File: src/rtl/mips_pc_unit.sv
// Program-counter stage of the single-cycle MIPS core.
// Holds the PC, produces PC+4, selects the next PC from four sources and
// redirects misaligned control-flow targets to an exception vector after a
// one-cycle TRAP state. A one-cycle BOOT state follows every reset release.
module mips_pc_unit #(
    parameter logic [31:0] RESET_VECTOR = 32'h0000_0000,
    parameter logic [31:0] EXC_VECTOR   = 32'h0000_0080
) (
    input  logic        clk,
    input  logic        rst_n,
    input  logic        Stall,
    input  logic [1:0]  PCSrc,
    input  logic [31:0] BranchTarget,
    input  logic [31:0] JumpTarget,
    input  logic [31:0] RegTarget,
    output logic [31:0] PC,
    output logic [31:0] PCsum,
    output logic        FetchValid,
    output logic        Trap,
    output logic [31:0] EPC,
    output logic [31:0] BadAddr,
    output logic [7:0]  TrapCount
);

    typedef enum logic [1:0] {
        S_BOOT = 2'd0,
        S_RUN  = 2'd1,
        S_TRAP = 2'd2
    } state_t;

    typedef enum logic [1:0] {
        SRC_SEQ    = 2'b00,
        SRC_BRANCH = 2'b01,
        SRC_JUMP   = 2'b10,
        SRC_REG    = 2'b11
    } pc_src_t;

    state_t      state_q, state_d;
    logic [31:0] pc_q, pc_d;
    logic [31:0] epc_q, epc_d;
    logic [31:0] bad_q, bad_d;
    logic [7:0]  cnt_q, cnt_d;
    logic [31:0] candidate;

    // Sequential address; wraps silently at the top of the address space.
    assign PCsum = pc_q + 32'd4;

    // Next-PC source mux.
    always_comb begin
        // NOTE: every always_comb output gets a default first so no path can infer a latch.
        candidate = PCsum;
        case (pc_src_t'(PCSrc))
            SRC_SEQ:    candidate = PCsum;
            SRC_BRANCH: candidate = BranchTarget;
            SRC_JUMP:   candidate = JumpTarget;
            SRC_REG:    candidate = RegTarget;
            default:    candidate = PCsum;
        endcase
    end

    // Next-state logic: hold by default, step only in RUN when not stalled.
    always_comb begin
        state_d = state_q;
        pc_d    = pc_q;
        epc_d   = epc_q;
        bad_d   = bad_q;
        cnt_d   = cnt_q;
        case (state_q)
            S_BOOT: begin
                // Instruction memory settle cycle; inputs are ignored.
                state_d = S_RUN;
            end
            S_RUN: begin
                if (!Stall) begin
                    if (candidate[1:0] == 2'b00) begin
                        pc_d = candidate;
                    end else begin
                        epc_d   = pc_q;
                        bad_d   = candidate;
                        pc_d    = EXC_VECTOR;
                        cnt_d   = (cnt_q == 8'hFF) ? cnt_q : cnt_q + 8'd1;
                        state_d = S_TRAP;
                    end
                end
            end
            S_TRAP: begin
                // PC already holds EXC_VECTOR; handler fetch starts next cycle.
                state_d = S_RUN;
            end
            default: begin
                state_d = S_BOOT;
                pc_d    = RESET_VECTOR;
            end
        endcase
    end

    // State registers with asynchronous reset.
    always_ff @(posedge clk or negedge rst_n) begin
        if (!rst_n) begin
            state_q <= S_BOOT;
            pc_q    <= RESET_VECTOR;
            epc_q   <= 32'd0;
            bad_q   <= 32'd0;
            cnt_q   <= 8'd0;
        end else begin
            // NOTE: non-blocking assignments so every register samples the pre-edge values.
            state_q <= state_d;
            pc_q    <= pc_d;
            epc_q   <= epc_d;
            bad_q   <= bad_d;
            cnt_q   <= cnt_d;
        end
    end

    // Moore outputs decoded from the state.
    assign FetchValid = (state_q == S_RUN);
    assign Trap       = (state_q == S_TRAP);
    assign PC         = pc_q;
    assign EPC        = epc_q;
    assign BadAddr    = bad_q;
    assign TrapCount  = cnt_q;

endmodule
File: config.mk
export PLATFORM = sky130hd
export DESIGN_NAME = mips_pc_unit
export DESIGN_NICKNAME = d
export VERILOG_FILES = /design/src/rtl/mips_pc_unit.sv
export SDC_FILE = /design/constraint.sdc
export NUM_CORES = 1
export LEC_CHECK = 0
export CORE_ASPECT_RATIO = 0.7
export CORE_UTILIZATION = 40
export CTS_CLUSTER_SIZE = 16
export DETAILED_ROUTE_END_ITERATION = 6
export HOLD_SLACK_MARGIN = 0.1
export PLACE_DENSITY = 0.73
export SLEW_MARGIN = 20
export SYNTH_ARGS = -nofsm -noshare
export SYNTH_HDL_FRONTEND = slang
export SYNTH_SLANG_ARGS = --single-unit
File: constraint.sdc
create_clock -name clk -period 4.1 [get_ports clk]
set_input_delay 0.82 -clock clk [delete_from_list [all_inputs] [get_ports clk]]
set_output_delay 0.82 -clock clk [all_outputs]
set_load 0.05 [all_outputs]
### Yosys cells after proc, flatten, opt, wreduce, memory -nomap -nowiden

Cells that the tools add are included.
Widths: inputs -> output; s select.

* flip-flop bits (word level): 106
* latch bits: 0
* RAM bits: 0
* memory bits (read-only): 0
* bits of input ports: 101
* output and inout bits: 138
* logic and storage cells: 34
* memories kept: 0

* add/sub/neg operators: 2
* multipliers: 0
* divide/modulo/power cells: 0
* magnitude comparators: 0
* equality and inequality tests: 8
* shift operators: 0
* multiplexer cells: 7
* bitwise logic cells: 4
* reductions and logical operators: 8

Operators by type and width (count)
* $pmux 32 s4: 1
* $mux 32: 2
* $pmux 32 s2: 1
* $add 32x3->32 const B: 1
* $add 8x1->8 const B: 1
* $eq 8x8->1 const B: 1
* $eq 2x2->1 const B: 3
* $logic_not 2->1: 3
* $eq 2x1->1 const B: 2
* $mux 2: 2
* $ne 2x2->1 const B: 2
* $not 1->1: 4
* $pmux 2 s2: 1
* $reduce_and 2->1: 2
* $reduce_and 4->1: 1
* $reduce_and 3->1: 1
* $reduce_or 2->1: 1

### Longest topological paths before layout

Gate-level depths: netlist of run 1.

* depth after elaboration: 6
* mapped depth: 9
* mapped depth without buffers: 6

### Least setup slack after synthesis of run 1

Ideal clock, no wire load.

* path kind: reg-to-output
* start: register pc_q[3] (netlist: PC[3])
* end: output port PCsum[30]
* arrival time: 3229 ps
* required time: 3280 ps
* slack: 51 ps
* stages on the path, launching flop included: 7
* buffers on the path: 1
* cell sequence: dfrtp_1 ha_1 nand4_1 or4_1 buf_2 or4b_4 xnor2_1

* word-level cells in the longest chain between the ends: 1

Ends and longest elaborated chain
* start, declared: line 39 `logic [31:0] pc_q, pc_d;`
* start signal, assigned: line 108 `pc_q <= pc_d;`
* $add 32x3->32: line 46 `assign PCsum = pc_q + 32'd4;`
* end, declared: line 17 `output logic [31:0] PCsum,`

No other way between the ends.

### Worst setup path in the final report of run 1

Ends and elaborated chain as after synthesis.

==> flow_summary.json, run 1 <==
{
  "finClkSkew_ns": 0.0129,
  "cp_data_arrival_time_ns": 3.20,
  "slew_viol_final": 0,
  "whs_ns": 0.431,
  "antenna_found_initial": 0,
  "crit_required_ns": 3.28,
  "clock_latency_ns": 0.36,
  "met2_length_mm": 9.74,
  "grt_max_degree": 65,
  "p_leak_uw": 0.00369,
  "grt-ovfl-total": 0,
  "start_util_pct": 41.3,
  "htree_levels": 3,
  "maxCapViolCount": 0,
  "syn-num-nets": 731,
  "crit_family": "simple AND/OR/NAND/NOR gates",
  "routed_via_density": 5.68,
  "powerDensity_nw_per_um2": 629,
  "cp-start-kind": "register",
  "critical_path_buf_inv_count": 1,
  "drt_iter0_drc": 568,
  "fp-row-count": 36,
  "cp-end-kind": "output pin",
  "core_area_um2": 14000,
  "crit_chain": "ha_1 > nand4_1 > or4_4 > or4b_4 > xnor2_1 > buf_12",
  "clkTransAtPathRegs_ns": 0.08,
  "hold_viol": 0,
  "root_buffer": "clkbuf_16",
  "portBuffers": 238,
  "synth-edff-count": 0,
  "crit_fanout": 8,
  "synth_cell_types": 59,
  "worst_pin_slew_ns": 1.18,
  "fin_crit_ns": 4.02,
  "async_flop_share_pct": 100,
  "nets": 951,
  "wirelength_mm": 21.4,
  "setup_viol": 0,
  "io_pins": 239,
  "critPathMaxStageDelay_ns": 0.61,
  "gp_congestion": 0.903,
  "cts_setup_buffers": 0,
  "clock_sinks": 106,
  "totalPowerFinal_uw": 5480,
  "max_freq_mhz": 248,
  "num_vias": 5921,
  "fin_crit_sh_pct": 98.2,
  "worstSetupPathType": "reg2out",
  "grt_pass1_wl_mm": 32.7,
  "chipHeight_um": 103,
  "rsz0062_at_grt": "false",
  "fin_setup_tns_ns": 0,
  "dieWidth_um": 146,
  "cts_tree": "done",
  "status": "completed",
  "syn_inst": 628,
  "syn2layout_area_growth_pct": 50.6,
  "n_fill_cell": 1188,
  "ys_seq_area_share_pct": 45.9,
  "cts_buffer_depth": 2,
  "yosysWarningCount": 0,
  "die_area_um2": 14900,
  "vdd_ir_drop_max_mv": 0.418,
  "wl_met3_mm": 2.09,
  "hold_path.class": "in2async",
  "track_usage_pct": 28.8,
  "drive_above_1_share_pct": 10.9,
  "setup_ws_ns": 0.0754,
  "max-slew-margin-rel_pct": 20.9,
  "ys_ff_latch": 106,
  "hpwl_mm": 15.7,
  "fin_util_pct": 62.2,
  "wl_met1_mm": 8.91,
  "ys.flop_type": "dfrtp_1",
  "top_layer_used": "met4",
  "cts_buffers": 9,
  "syn_area_um2": 5780,
  "first_pass_iters": 7,
  "grt_pass1_vias": 5828,
  "n_antenna_cell": 0,
  "drc_errors": 0,
  "syn_avg_cell_area_um2": 9.20,
  "place_ws_ns": 0.452,
  "routedWlPerCell_um": 20.5,
  "crit_slowest_cell": "or4_4",
  "worstSetupPathDepth": 6,
  "postRouteAntennaNets": 0,
  "cts-hold-fix-buffers": 0,
  "reg2reg_depth": 6
}
## cell usage after synthesis (10+ instances only)
master	n	area share, %
nand2_1	132	8.6
dfrtp_1	106	46
nor2_1	49	3.2
o21ai_0	36	3.1
clkbuf_1	35	2.3
a21oi_1	23	2.0
xnor2_1	20	3.0
nand4_1	16	1.7
mux4_2	13	5.1
inv_1	12	0.78
mux2i_1	12	2.1
nand3_1	12	1.0
mux2_2	10	1.9
nor4_1	10	1.1
## per-stage QoR
stage	std cells	instance area (µm²)
floorplan	628	5780
global placement	1027	8380
detailed placement	1027	8380
CTS	1043	8690
global route	1043	8710
finish	1043	8710
## layer usage
layer  up-vias  GRT usage, %
li1       2657             -
met1      2885          37.4
met2       324          46.3
met3        55          8.45
met4         0          10.2
met5         -             0
## path summary, 6_finish.rpt
kind / startpoint / endpoint / slack [ns]
max in group asynchronous: rst_n / BadAddr[10] / 2.77
min: rst_n / PC[24] / 0.43
min in group clk: EPC[27] / EPC[27] / 0.47
min reg2reg: EPC[27] / EPC[27] / 0.47
max: PC[3] / PCsum[30] / 0.08
max reg2reg: PC[3] / PC[30] / 1.15
## cell usage in the layout, fill, tap and decap left out, drive strengths merged, types with 12 or more instances in the layout
cell type,netlist,final
mux4,13,13
nor2,49,49
buf,10,30
a21oi,23,23
mux2i,12,12
clkdlybuf4s50,0,222
nand2,132,132
o21ai,37,37
xnor2,20,20
nand4,18,18
nand3,12,12
inv,14,18
dfrtp,106,106
## what timing repair did
item                       CTS  global route
hold endpoints to repair     0             0
setup endpoints to repair    0             4
gates resized for setup      0             4
## worst reg2reg max path: cells and delay by family, from the launching register on
kind | cells | cell delay (ns)
AND/OR/NAND/NOR | 3 | 1.50
flip-flops | 1 | 0.50
XOR/XNOR | 1 | 0.38
adder cells (fa/ha/maj) | 1 | 0.27
AO/OA/AOI/OAI | 1 | 0.23
## final cells by class
type	count	area (µm²)	area share [%]
Multi-Input combinational cell	462	2920	33.5
Clock buffer	9	225	2.59
Tap cell	190	238	2.73
Sequential cell	106	2650	30.5
Timing Repair Buffer	254	2530	29.1
Inverter	15	57.6	0.661
Clock inverter	7	81.3	0.934
## cell families after synthesis
kind of cell	share of synthesized area [%]
compound gates	14.9
flops	45.9
buf+inv	4.13
mux	9.09
simple gates	21.1
fa+ha+maj	0.433
xor+xnor	4.39
## sequential cells by signal, indices dropped and copies added, names as in the netlist
register,cells
TrapCount,8
BadAddr,32
state_q,2
PC,32
EPC,32
## report_power, final
group | total (µW) | switching, µW | internal, µW
clock | 917 | 430 | 487
sequential | 1640 | 295 | 1350
combinational | 2920 | 1950 | 971
Note: power is estimated with default switching activity, not from simulation.
==> run 2, diff against run 1 <==
--- a/config.mk
+++ b/config.mk
@@ -6,12 +6,13 @@
 export NUM_CORES = 1
 export LEC_CHECK = 0
 export CORE_ASPECT_RATIO = 0.7
-export CORE_UTILIZATION = 40
+export CORE_UTILIZATION = 47
 export CTS_CLUSTER_SIZE = 16
 export DETAILED_ROUTE_END_ITERATION = 6
 export HOLD_SLACK_MARGIN = 0.1
-export PLACE_DENSITY = 0.73
+export PLACE_DENSITY = 0.84
 export SLEW_MARGIN = 20
 export SYNTH_ARGS = -nofsm -noshare
 export SYNTH_HDL_FRONTEND = slang
 export SYNTH_SLANG_ARGS = --single-unit
+export TNS_END_PERCENT = 20
==> constraint.sdc (replaced) <==
create_clock -name clk -period 4.1 [get_ports clk]
set_input_delay 0.82 -clock clk [delete_from_list [all_inputs] [get_ports clk]]
set_output_delay 0.82 -clock clk [all_outputs]
set_load 0.02 [all_outputs]
==> run 2 against run 1 <==
Effect of this change:
- non-clock buffer count grew 5
- largest power group unchanged
- sequential share of layout area grew 0.29 points
- flip-flop and latch count is the same
- critical path type unchanged
- via count grew 2.1%
==> flow_summary.json, run 2 (synthesis gave the netlist of run 1 again) <==
{
  "hold_path.class": "reg2reg",
  "p_int_uw": 2730,
  "root_buffer": "clkbuf_16",
  "postRouteAntennaNets": 0,
  "hold_viol": 0,
  "start_util_pct": 48.8,
  "cts_buffer_depth": 2,
  "cp_data_arrival_time_ns": 3.15,
  "core_area_um2": 11900,
  "grt_pass1_vias": 5908,
  "first_pass_iters": 5,
  "setup_ws_ns": 0.129,
  "drt_iter0_drc": 626,
  "dieWidth_um": 135,
  "clock_latency_ns": 0.35,
  "portBuffers": 238,
  "combPwrFrac_pct": 45.6,
  "powerDensity_nw_per_um2": 525,
  "setup_viol": 0,
  "rsz0062_at_grt": "false",
  "gp_congestion": 0.910,
  "cts_buffers": 9,
  "max_freq_mhz": 252,
  "p_sw_uw": 1800,
  "grt-ovfl-total": 0,
  "chipHeight_um": 94.8,
  "n_fill_cell": 845,
  "max-slew-margin-rel_pct": 36.5,
  "num_vias": 6044,
  "switching_share_pct": 39.8,
  "antenna_found_initial": 0,
  "fin_setup_tns_ns": 0,
  "drive_above_1_share_pct": 9.91,
  "n_antenna_cell": 0,
  "p_leak_uw": 0.00364,
  "final-seq-area_um2": 2650,
  "pwr-share-clk_pct": 18.2,
  "routed_via_density": 5.95,
  "finClkSkew_ns": 0.0109,
  "wirelength_mm": 21.0,
  "cp-start-kind": "register",
  "grt_pass1_wl_mm": 32.1,
  "whs_ns": 0.473,
  "cts_tree": "done",
  "syn2layout_area_growth_pct": 49.3,
  "status": "completed",
  "fin_crit_ns": 3.97,
  "final_cell_mix": "235 x clkdlybuf4s50_1, 132 x nand2_1, 105 x dfrtp_1, 49 x nor2_1, 35 x o21ai_0",
  "slew_viol_final": 0,
  "final_common_cell": "clkdlybuf4s50_1",
  "crit_required_ns": 3.28,
  "crit_fanout": 9,
  "postLayoutCellArea_um2": 8630,
  "grt_max_degree": 65,
  "clkTransAtPathRegs_ns": 0.08,
  "dpl-instance-area_um2": 8350,
  "fin_crit_sh_pct": 96.9,
  "power_frac_seq_pct": 36.2,
  "vdd_ir_drop_max_mv": 0.310,
  "die_area_um2": 12800,
  "fp-row-count": 33,
  "htree_levels": 3,
  "fin_util_pct": 72.8,
  "track_usage_pct": 33.6,
  "multi_input_area_um2": 2910,
  "worstSetupPathType": "reg2out",
  "maxCapViolCount": 0,
  "drc_errors": 0,
  "cts-hold-fix-buffers": 0,
  "clock_sinks": 106,
  "routedWlPerCell_um": 20.7,
  "worst_pin_slew_ns": 0.951,
  "cp-end-kind": "output pin",
  "hpwl_mm": 15.4,
  "io_pins": 239,
  "nets": 956,
  "cts_setup_buffers": 0,
  "place_ws_ns": 0.498
}
-- run 2: cell types whose count changed in the layout (fill, tap and decap cells not counted), sizes merged --
cell / delta
dlymetal6s2s: -1
bufinv: -1
inv: -3
clkinvlp: +2
clkdlybuf4s50: +13
clkinv: +2
buf: -7
-- run 2: power by group through the flow --
stage / sequential [µW] / clock (µW) / combinational (µW)
floorplan: 1950 / 0 / 641
global placement: 1620 / 0 / 2030
detailed placement: 1650 / 0 / 2060
CTS: 1630 / 825 / 2070
global route: 1680 / 867 / 2190
finish: 1640 / 824 / 2070
-- run 2: worst max-delay path: stages, from the launching register on --
cell and delay (ns):
dfrtp_1 0.54, nand4_1 0.23, or4_1 0.78, o31a_1 0.38, or2_2 0.31, clkdlybuf4s50_1 0.54
-- run 2: layout make-up --
type                    count  share of cell area [%]
flip-flops and latches    106                    30.8
multi-input cells         462                    33.7
repair buffers            259                    29.4
clock buffers               9                    2.61
clock inverters             7                   0.594
well taps                 157                    2.28
inverters                  15                   0.667
-- run 2: what timing repair did --
action                                 CTS  global route
resized for setup                        0             2
endpoints found under the hold margin    0             0
setup endpoints to repair                0             1
-- run 2: worst paths after layout --
path,depth (start not counted),slack [ns],from,to
worst min-delay path,2,0.47,EPC[12],EPC[12]
worst max register to register,5,1.35,PC[5],PC[21]
min in group asynchronous,1,0.53,rst_n,EPC[1]
worst max-delay path,5,0.13,PC[5],PCsum[25]
worst min register to register,2,0.47,EPC[12],EPC[12]
max in group asynchronous,2,2.68,rst_n,PC[8]
-- run 2: metrics by stage --
stage | instances | total power [µW]
floorplan | 628 | 2590
global placement | 999 | 3650
detailed placement | 999 | 3710
CTS | 1015 | 4530
global route | 1015 | 4730
finish | 1015 | 4530
-- run 2: metal layers --
metal / vias up / track usage, % / wire length [µm]
met5: - / 0 / 0
met4: 0 / 14.8 / 717
met3: 60 / 9.77 / 2310
met2: 381 / 53.3 / 9710
met1: 2929 / 43.0 / 8260
li1: 2674 / - / -
==> run 3, diff against run 2 <==
--- a/config.mk
+++ b/config.mk
@@ -11,6 +11,8 @@
 export DETAILED_ROUTE_END_ITERATION = 6
 export HOLD_SLACK_MARGIN = 0.1
 export PLACE_DENSITY = 0.84
+export SKIP_CTS_REPAIR_TIMING = 1
+export SKIP_LAST_GASP = 1
 export SLEW_MARGIN = 20
 export SYNTH_ARGS = -nofsm -noshare
 export SYNTH_HDL_FRONTEND = slang
==> results of run 3 <==
The final DEF is identical to that of run 2; final timing and power are the same.
==> variant: new RTL, config.mk and constraints of run 1 <==
Encoding of `state_t`: now one-hot (3 bits for 3 states).
--- a/src/rtl/mips_pc_unit.sv
+++ b/src/rtl/mips_pc_unit.sv
@@ -23,8 +23,8 @@
 );
 
-    typedef enum logic [1:0] {
-        S_BOOT = 2'd0,
-        S_RUN  = 2'd1,
-        S_TRAP = 2'd2
+    typedef enum logic [2:0] {
+        S_BOOT = 3'b001,
+        S_RUN  = 3'b010,
+        S_TRAP = 3'b100
     } state_t;
 
Check against the original RTL: same outputs for any inputs over 4 cycles, from zero or initial values and one cycle with rst_n low; so few cycles prove little.
==> variant against run 1 <==
- non-clock buffer count increased by 5
- setup slack improved by 81 ps
- maximum frequency increased by 2.0%
- power fell by 9.9%
- final area down 0.99%
- routed wire length fell by 4.6%
- synthesized area is 0.91% lower
- sequential power down 5%
- sequential cell count up 1
- count of clock-buffer cells in the layout up 2
- combinational power down 14%
- critical endpoint is now PCsum[16]
- largest cell class unchanged
==> variant: results (changes against run 1) <==
status=complete, no violations; Slowest cell on crit path=clkdlybuf4s50_1; Worst Max-Slew Pin Slew=1050 ps (-134.6 ps); Gate power share=51.0% (-2.3 points); Static Leak=0.003841 uW (+4.1%); met1 Track Usage GR=41.21% (+3.8 points); Final Routed Wirelength=20,370 microns (-4.6%); Post-Synth XOR/XNOR Area=4.893% (+0.50 points); Yosys cell types=58 (-1.7%); Placed Cells=1,023 (-0.39%); nets=947 (-0.42%); M3 GR Usage=6.652% (-1.8 points); post-synthesis mux area share=8.759% (-0.33 points); reg-to-reg endpoint=BadAddr[24]; worst hold margin=479.8 ps (+49.18 ps); peak supply drop=440.6 uV (+5.4%); Slowest Stage Delay on Critical Path=870 ps (+260 ps); Synth Net Count=721 (-1.4%); GR peak layer=met1; Setup crit start=PC[2]; sequential cell power=1550 uW (-5%); fillers=1,170 (-1.5%); Commonest cells post-synth=180 x nand2_1, 106 x dfrtp_1, 41 x o21ai_0; GRT Total Usage=27.58% (-1.2 points); dpl ws=470.5 ps (+18.59 ps)
variant: cell types whose count changed after synthesis, moves of 5 or more:
cell	before	now
buf_2	5	11
inv_1	12	6
nand2_1	132	180
nor4_1	10	3
a21oi_1	23	18
clkbuf_1	35	25
nor2_1	49	28
nand4_1	16	8
o22ai_1	6	1
o21ai_0	36	41
variant: layout make-up:
type	instances	area, sq um	share of cell area [%]
clock buffers	11	252.7	2.932
clock inverters	5	42.54	0.4935
inverters	7	26.28	0.3048
multi-input cells	460	2848	33.03
flip-flops and latches	107	2679	31.07
well taps	190	237.7	2.758
repair buffers	259	2535	29.40
variant: worst max path at each step:
stage,to,depth (start not counted)
6_report,PCsum[16],6
5_1_grt,PCsum[16],6
4_1_cts,PCsum[22],6
3_5_place_dp,PCsum[29],6
3_3_place_gp,PCsum[22],6
2_1_floorplan,PCsum[24],6
